**config.mk**
```make
export PLATFORM = sky130hd
export DESIGN_NAME = gelu_result_collector
export DESIGN_NICKNAME = d
export VERILOG_FILES = /design/src/rtl/gelu_pkg.sv /design/src/rtl/gelu_vec_fifo.sv /design/src/rtl/gelu_result_collector.sv
export SDC_FILE = /design/constraint.sdc
export NUM_CORES = 2
export LEC_CHECK = 0
export ABC_AREA = 0
export BUFFER_PORTS_ARGS = -buffer_cell sky130_fd_sc_hd__buf_2
export CAP_MARGIN = 5
export CORE_MARGIN = 1
export CORE_UTILIZATION = 40
export DETAILED_ROUTE_END_ITERATION = 7
export PLACE_DENSITY = 0.6
export SETUP_SLACK_MARGIN = 0.3
export SYNTH_ARGS = -nofsm -noshare
export SYNTH_HDL_FRONTEND = slang
export SYNTH_HIERARCHICAL = 1
export SYNTH_SLANG_ARGS = --single-unit
```
**constraint.sdc**
```tcl
create_clock -name clk -period 26.2 [get_ports clk]
set_clock_uncertainty 0.15 [all_clocks]
set_input_delay 1.31 -clock clk [delete_from_list [all_inputs] [get_ports clk]]
set_output_delay 1.31 -clock clk [all_outputs]
set_load 0.03 [all_outputs]
```
**src/rtl/gelu_pkg.sv**
```systemverilog
// Shared GELU datapath package.
// Holds the default lane width and lane count, the lane-vector type used by the GELU array
// and the result collector, and the collector's stream FSM state type.
package gelu_pkg;

  localparam int unsigned GELU_W         = 32;
  localparam int unsigned GELU_NUM_LANES = 32;

  // One GELU result vector, lane 0 in the least significant bits.
  typedef logic signed [GELU_NUM_LANES-1:0][GELU_W-1:0] gelu_vec_t;

  typedef enum logic {
    StEmpty,
    StStream
  } collect_state_e;

endpackage

```
**src/rtl/gelu_vec_fifo.sv**
```systemverilog
// Vector-slot FIFO for the GELU result collector.
// Stores whole lane vectors; the caller qualifies wr/rd, so a write into a full FIFO only
// occurs together with a pop. Slot storage is not reset.
// Ports:
//   clk, rst    clock, synchronous active-high reset (clears pointers and count)
//   wr, wr_data push a vector into the tail slot
//   rd          pop the head slot
//   rd_data     head slot contents
//   count       registered occupancy 0..DEPTH
//   count_next  occupancy after this cycle's write/pop
//   full        count == DEPTH
module gelu_vec_fifo #(
  parameter int unsigned VEC_W = 1024,
  parameter int unsigned DEPTH = 4
) (
  input  logic                       clk,
  input  logic                       rst,
  input  logic                       wr,
  input  logic [VEC_W-1:0]           wr_data,
  input  logic                       rd,
  output logic [VEC_W-1:0]           rd_data,
  output logic [$clog2(DEPTH+1)-1:0] count,
  output logic [$clog2(DEPTH+1)-1:0] count_next,
  output logic                       full
);

  localparam int unsigned PtrW = $clog2(DEPTH);
  localparam int unsigned CntW = $clog2(DEPTH + 1);

  logic [VEC_W-1:0] mem_q [DEPTH];
  logic [PtrW-1:0]  wr_ptr_q, rd_ptr_q;
  logic [CntW-1:0]  count_q, count_d;

  always_comb begin
    count_d = count_q + CntW'(wr) - CntW'(rd);
  end

  // DEPTH is a power of two, so pointers wrap naturally at the top of their range.
  always_ff @(posedge clk) begin
    if (rst) begin
      wr_ptr_q <= '0;
      rd_ptr_q <= '0;
      count_q  <= '0;
    end else begin
      if (wr) wr_ptr_q <= wr_ptr_q + 1'b1;
      if (rd) rd_ptr_q <= rd_ptr_q + 1'b1;
      count_q <= count_d;
    end
  end

  always_ff @(posedge clk) begin
    if (wr) mem_q[wr_ptr_q] <= wr_data;
  end

  assign rd_data    = mem_q[rd_ptr_q];
  assign count      = count_q;
  assign count_next = count_d;
  assign full       = (count_q == CntW'(DEPTH));

endmodule

```
**src/rtl/gelu_result_collector.sv**
```systemverilog
// GELU result collector: buffers whole GELU result vectors (no input backpressure) and
// streams each one out as NUM_LANES/OUT_LANES beats of OUT_LANES lanes, lane 0 first.
// Optional feature macro: GELU_COLLECT_DROPCNT_EN adds the drop_cnt output.
// Ports:
//   clk, rst     clock, synchronous active-high reset
//   vec_valid    input vector valid
//   vec_data     input vector, lane k at bits [k*W +: W]
//   almost_full  registered, high when occupancy >= DEPTH-SLACK
//   m_valid      output beat valid
//   m_ready      downstream accepts the beat
//   m_data       output beat, lane j at bits [j*W +: W]; zero while idle
//   m_last       final beat of the current vector
//   overflow     sticky: a vector arrived while full and was dropped
//   drop_cnt     (macro only) saturating count of dropped vectors
module gelu_result_collector
  import gelu_pkg::*;
#(
  parameter int unsigned W         = GELU_W,
  parameter int unsigned NUM_LANES = GELU_NUM_LANES,
  parameter int unsigned OUT_LANES = 4,
  parameter int unsigned DEPTH     = 4,
  parameter int unsigned SLACK     = 2
) (
  input  logic                     clk,
  input  logic                     rst,
  input  logic                     vec_valid,
  input  logic [NUM_LANES*W-1:0]   vec_data,
  output logic                     almost_full,
  output logic                     m_valid,
  input  logic                     m_ready,
  output logic [OUT_LANES*W-1:0]   m_data,
  output logic                     m_last,
  output logic                     overflow
`ifdef GELU_COLLECT_DROPCNT_EN
  ,
  output logic [15:0]              drop_cnt
`endif
);

  localparam int unsigned BEATS = NUM_LANES / OUT_LANES;
  localparam int unsigned BeatW = (BEATS > 1) ? $clog2(BEATS) : 1;
  localparam int unsigned CntW  = $clog2(DEPTH + 1);
  localparam logic [BeatW-1:0] LastBeat = BeatW'(BEATS - 1);

  collect_state_e state_q, state_d;
  logic [BeatW-1:0]       beat_q, beat_d;
  logic                   almost_full_q, overflow_q;
  logic                   wr, pop, drop, accept;
  logic                   fifo_full;
  logic [CntW-1:0]        count, count_next;
  logic [NUM_LANES*W-1:0] head_data;

  assign accept = m_valid & m_ready;
  assign pop    = accept & m_last;
  // A full FIFO still takes a vector when the head leaves in the same cycle.
  assign wr     = vec_valid & ~rst & (~fifo_full | pop);
  assign drop   = vec_valid & ~rst & fifo_full & ~pop;

  gelu_vec_fifo #(
    .VEC_W (NUM_LANES * W),
    .DEPTH (DEPTH)
  ) u_fifo (
    .clk        (clk),
    .rst        (rst),
    .wr         (wr),
    .wr_data    (vec_data),
    .rd         (pop),
    .rd_data    (head_data),
    .count      (count),
    .count_next (count_next),
    .full       (fifo_full)
  );

  always_comb begin
    state_d = state_q;
    unique case (state_q)
      StEmpty:  if (wr) state_d = StStream;
      StStream: if (pop && !wr && count == CntW'(1)) state_d = StEmpty;
      default:  state_d = StEmpty;
    endcase
  end

  always_comb begin
    beat_d = beat_q;
    if (accept) beat_d = (beat_q == LastBeat) ? '0 : beat_q + 1'b1;
  end

  always_comb begin
    m_valid = (state_q == StStream);
    m_last  = m_valid & (beat_q == LastBeat);
    m_data  = '0;
    if (m_valid) m_data = head_data[int'(beat_q) * OUT_LANES * W +: OUT_LANES * W];
  end

  always_ff @(posedge clk) begin
    if (rst) begin
      state_q       <= StEmpty;
      beat_q        <= '0;
      almost_full_q <= 1'b0;
      overflow_q    <= 1'b0;
    end else begin
      state_q       <= state_d;
      beat_q        <= beat_d;
      almost_full_q <= (32'(count_next) >= (DEPTH - SLACK));
      overflow_q    <= overflow_q | drop;
    end
  end

  assign almost_full = almost_full_q;
  assign overflow    = overflow_q;

`ifdef GELU_COLLECT_DROPCNT_EN
  logic [15:0] drop_cnt_q;

  always_ff @(posedge clk) begin
    if (rst) begin
      drop_cnt_q <= '0;
    end else if (drop && drop_cnt_q != 16'hFFFF) begin
      drop_cnt_q <= drop_cnt_q + 16'd1;
    end
  end

  assign drop_cnt = drop_cnt_q;
`endif

endmodule

```
==> results by group <==
Pwr
  – Pwr dens: 76.3 nW/µm²
  – PnR Total Power: 14.0 mW
  – Max VDD drop: 0.0000574 V
  – Pleak: 56.6 nW

Timing
  – Slew HR: 19.7%
  – Worst Tran Pin Value: 1.20 ns
  – Fmax: 0.111 GHz
  – Final worst-path setup slack: 17.19 ns
  – Final Setup Violations: 0
  – Final period util: 34.4%
  – RSZ-0062 raised after global routing: false
  – Final slew viol count: 0
  – Final Hold Viols: 0
  – Fin crit period: 9.01 ns

Placed design
  – Port bufs: 1159
  – Pre-CTS WS: 17.74 ns
  – Post-DP HPWL: 263000 µm
  – RD Place Congestion: 0.810

Critical path
  – R2R Setup Slk: 18.72 ns
  – Critical path class: flop to output port
  – Critical path data arrival time: 7.55 ns
  – Max FO, Critical Path: 44
  – CP Capture Point: m_data[55]
  – Cell chain of the critical path: buf_4 > buf_4 > buf_4 > buf_4 > buf_4 > mux4_2 > mux4_2 > nor2_2 > a211oi_2 > buf_2
  – Critical Path End Type: output port
  – Critical path startpoint category: flop
  – Reg2reg start: beat_q[1]
  – Slowest cell on crit path: buf_4
  – Slowest stage delay, CP: 0.81 ns
  – Most used cell along the critical path: buf_4
  – Worst EP required: 24.74 ns
  – Worst reg2reg endpoint: u_fifo/mem_q[0][941]
  – R2R depth: 10

Drt
  – Pre-antenna DRT Iters: 7
  – Vias/cell: 5.51
  – Drt total wl: 409000 µm
  – Final ANT Viol Nets: 0
  – DRT iter0 DRCs: 6626
  – DR WL/cell: 30.5 µm
  – Routed via count: 74100
  – Post-route DRC: 0

Synthesis
  – Mapped Area: 157000 µm²
  – Post-synth top cells: 4096 x edfxtp_1, 1152 x mux4_2, 154 x buf_2
  – Post-synthesis cell count: 6309
  – Area contributors post-synth: edfxtp_1 78%, mux4_2 17%, mux2_2 0.92%
  – Post-synth cell types: 32
  – Post-synth EDFFs: 4096
  – Mean post-synth cell area: 24.9 µm²
  – Most frequent cell after synthesis: edfxtp_1
  – Post-synth top area cell: edfxtp_1
  – Synth warnings: 6
  – Register area share after synthesis: 78.4%
  – Syn_nets: 7346
  – Async S/R FF share, synth: 0%
  – Area share of the largest cell type after synthesis: 78.2%
  – Synth Flop Type: edfxtp_1
  – Synthesized flop and latch total: 4111

GRT
  – Pin count of the biggest net entering global routing: 146
  – First-pass GRT wire length: 578000 µm
  – Initial antenna violation count: 461
  – Global route overflow: 0
  – Vias in the first global route: 75900
  – Total track usage: 20.4%

Clocking
  – Reg clk slew, reported paths: 0.06 ns
  – Clk_lat worst skew: 0.97 ns
  – Clock Tree Root: clkbuf_16
  – Clock Tree Buf Depth: 4
  – Hold Buf Count CTS: 0
  – Htree depth: 5
  – Resized cells post-CTS: 0
  – CTS tree: done
  – Total CTS buffers: 419
  – Post-CTS Setup Bufs: 0
  – Sink Count: 4111

Cells and area
  – FF+latch area: 123000 µm²
  – Multi-input logic area: 31900 µm²
  – Fillcell total: 32000
  – Nets@finish: 8711
  – Share of post-route cells with drive strength above 1: 42.0%
  – Area added between synthesis and finish: 16.3%

Hold path
  – Hold Path Class: flop to flop

Die
  – Core footprint: 390000 µm²
  – Die width: 629 µm
  – Row count: 229
  – Starting Density: 40.3%
  – Die height: 629 µm
  – DIE AREA: 396000 µm²
  – Io pins: 1160

Run status
  – Status: completed

Run
  – Max-capacitance violation count: 0
final cells by class:
type / instances / area share [%]
Antenna cell: 223 / 0.305
Clock buffer: 499 / 5.90
Clock inverter: 270 / 1.56
Inverter: 8 / 0.0164
Multi-Input combinational cell: 1846 / 17.4
Sequential cell: 4111 / 67.4
Tap cell: 5197 / 3.55
Timing Repair Buffer: 1288 / 3.80
cells in the final DEF (no fill, tap or decap), types with 60 or more instances in the layout:
master        n
nor2_1       60
buf_4       115
mux2_2      129
mux4_2     1152
edfxtp_1   4096
clkinv_2     76
mux2i_1     130
clkinv_1     89
clkbuf_1     79
diode_2     223
nor2_2       79
buf_2      1159
o21ai_0     114
a211oi_2    111
clkbuf_16   419
how the worst min path moves through the flow:
| stage | from | end | slack, ns | depth (start not counted) |
|---|---|---|---|---|
| 2_1_floorplan | u_fifo/rd_ptr_q[1] | flop | 0.35 | 2 |
| 5_1_grt | vec_data[323] | u_fifo/mem_q[2][323] | 0.33 | 1 |
| 3_3_place_gp | overflow | overflow | 0.32 | 2 |
| 6_report | u_fifo/rd_ptr_q[1] | flop | 0.37 | 2 |
| 4_1_cts | vec_data[944] | u_fifo/mem_q[1][944] | 0.28 | 1 |
| 3_5_place_dp | overflow | overflow | 0.32 | 2 |
through the flow:
stage                     hold slack, ns  cell area [µm²]  std cells  setup TNS [ns]  utilization [%]
after floorplan                    0.349           157000       6309         -608.68                -
after global placement             0.322           169000      12500               0             43.2
after detailed placement           0.320           169000      12500               0             43.2
after CTS                          0.284           182000      13200               0             46.7
after global routing               0.328           183000      13300               0             46.8
final                              0.369           183000      13400               0             46.9
cell families after synthesis:
kind of cell / share of synthesized area (%)
multiplexers: 18.3
flip-flops: 78.4
buffers and inverters: 1.29
adder cells (fa/ha/maj): 0.0764
AND/OR/NAND/NOR: 0.529
XOR/XNOR: 0.0223
AO/OA/AOI/OAI: 1.40
registers in the layout, summed over array words and instances (netlist names), named ones only:
signal / count
u_fifo/count: 3
u_fifo/wr_ptr_q: 2
almost_full: 1
u_fifo/mem_q: 4096
u_fifo/rd_ptr_q: 2
m_valid: 1
overflow: 1
beat_q: 3
critical path: cells and delay by family (launching register included):
kind / cells / cell delay (ns)
AND/OR/NAND/NOR: 1 / 0.18
multiplexers: 2 / 1.17
flip-flops: 1 / 0.79
buffers and inverters: 6 / 4.14
AO/OA/AOI/OAI: 1 / 0.12
power breakdown:
group	switching (mW)	internal [mW]
logic	0.364	0.223
clock network	2.52	3.40
registers	0.0378	7.42
metal layers:
layer | GRT usage (%) | up-vias | wire, µm
met5 | 0 | - | 1020
met4 | 9.95 | 162 | 21400
met3 | 4.92 | 1190 | 28300
met2 | 33.8 | 2897 | 204000
met1 | 25.2 | 39400 | 155000
li1 | - | 30400 | -
Power figures use the tool's default switching activity.
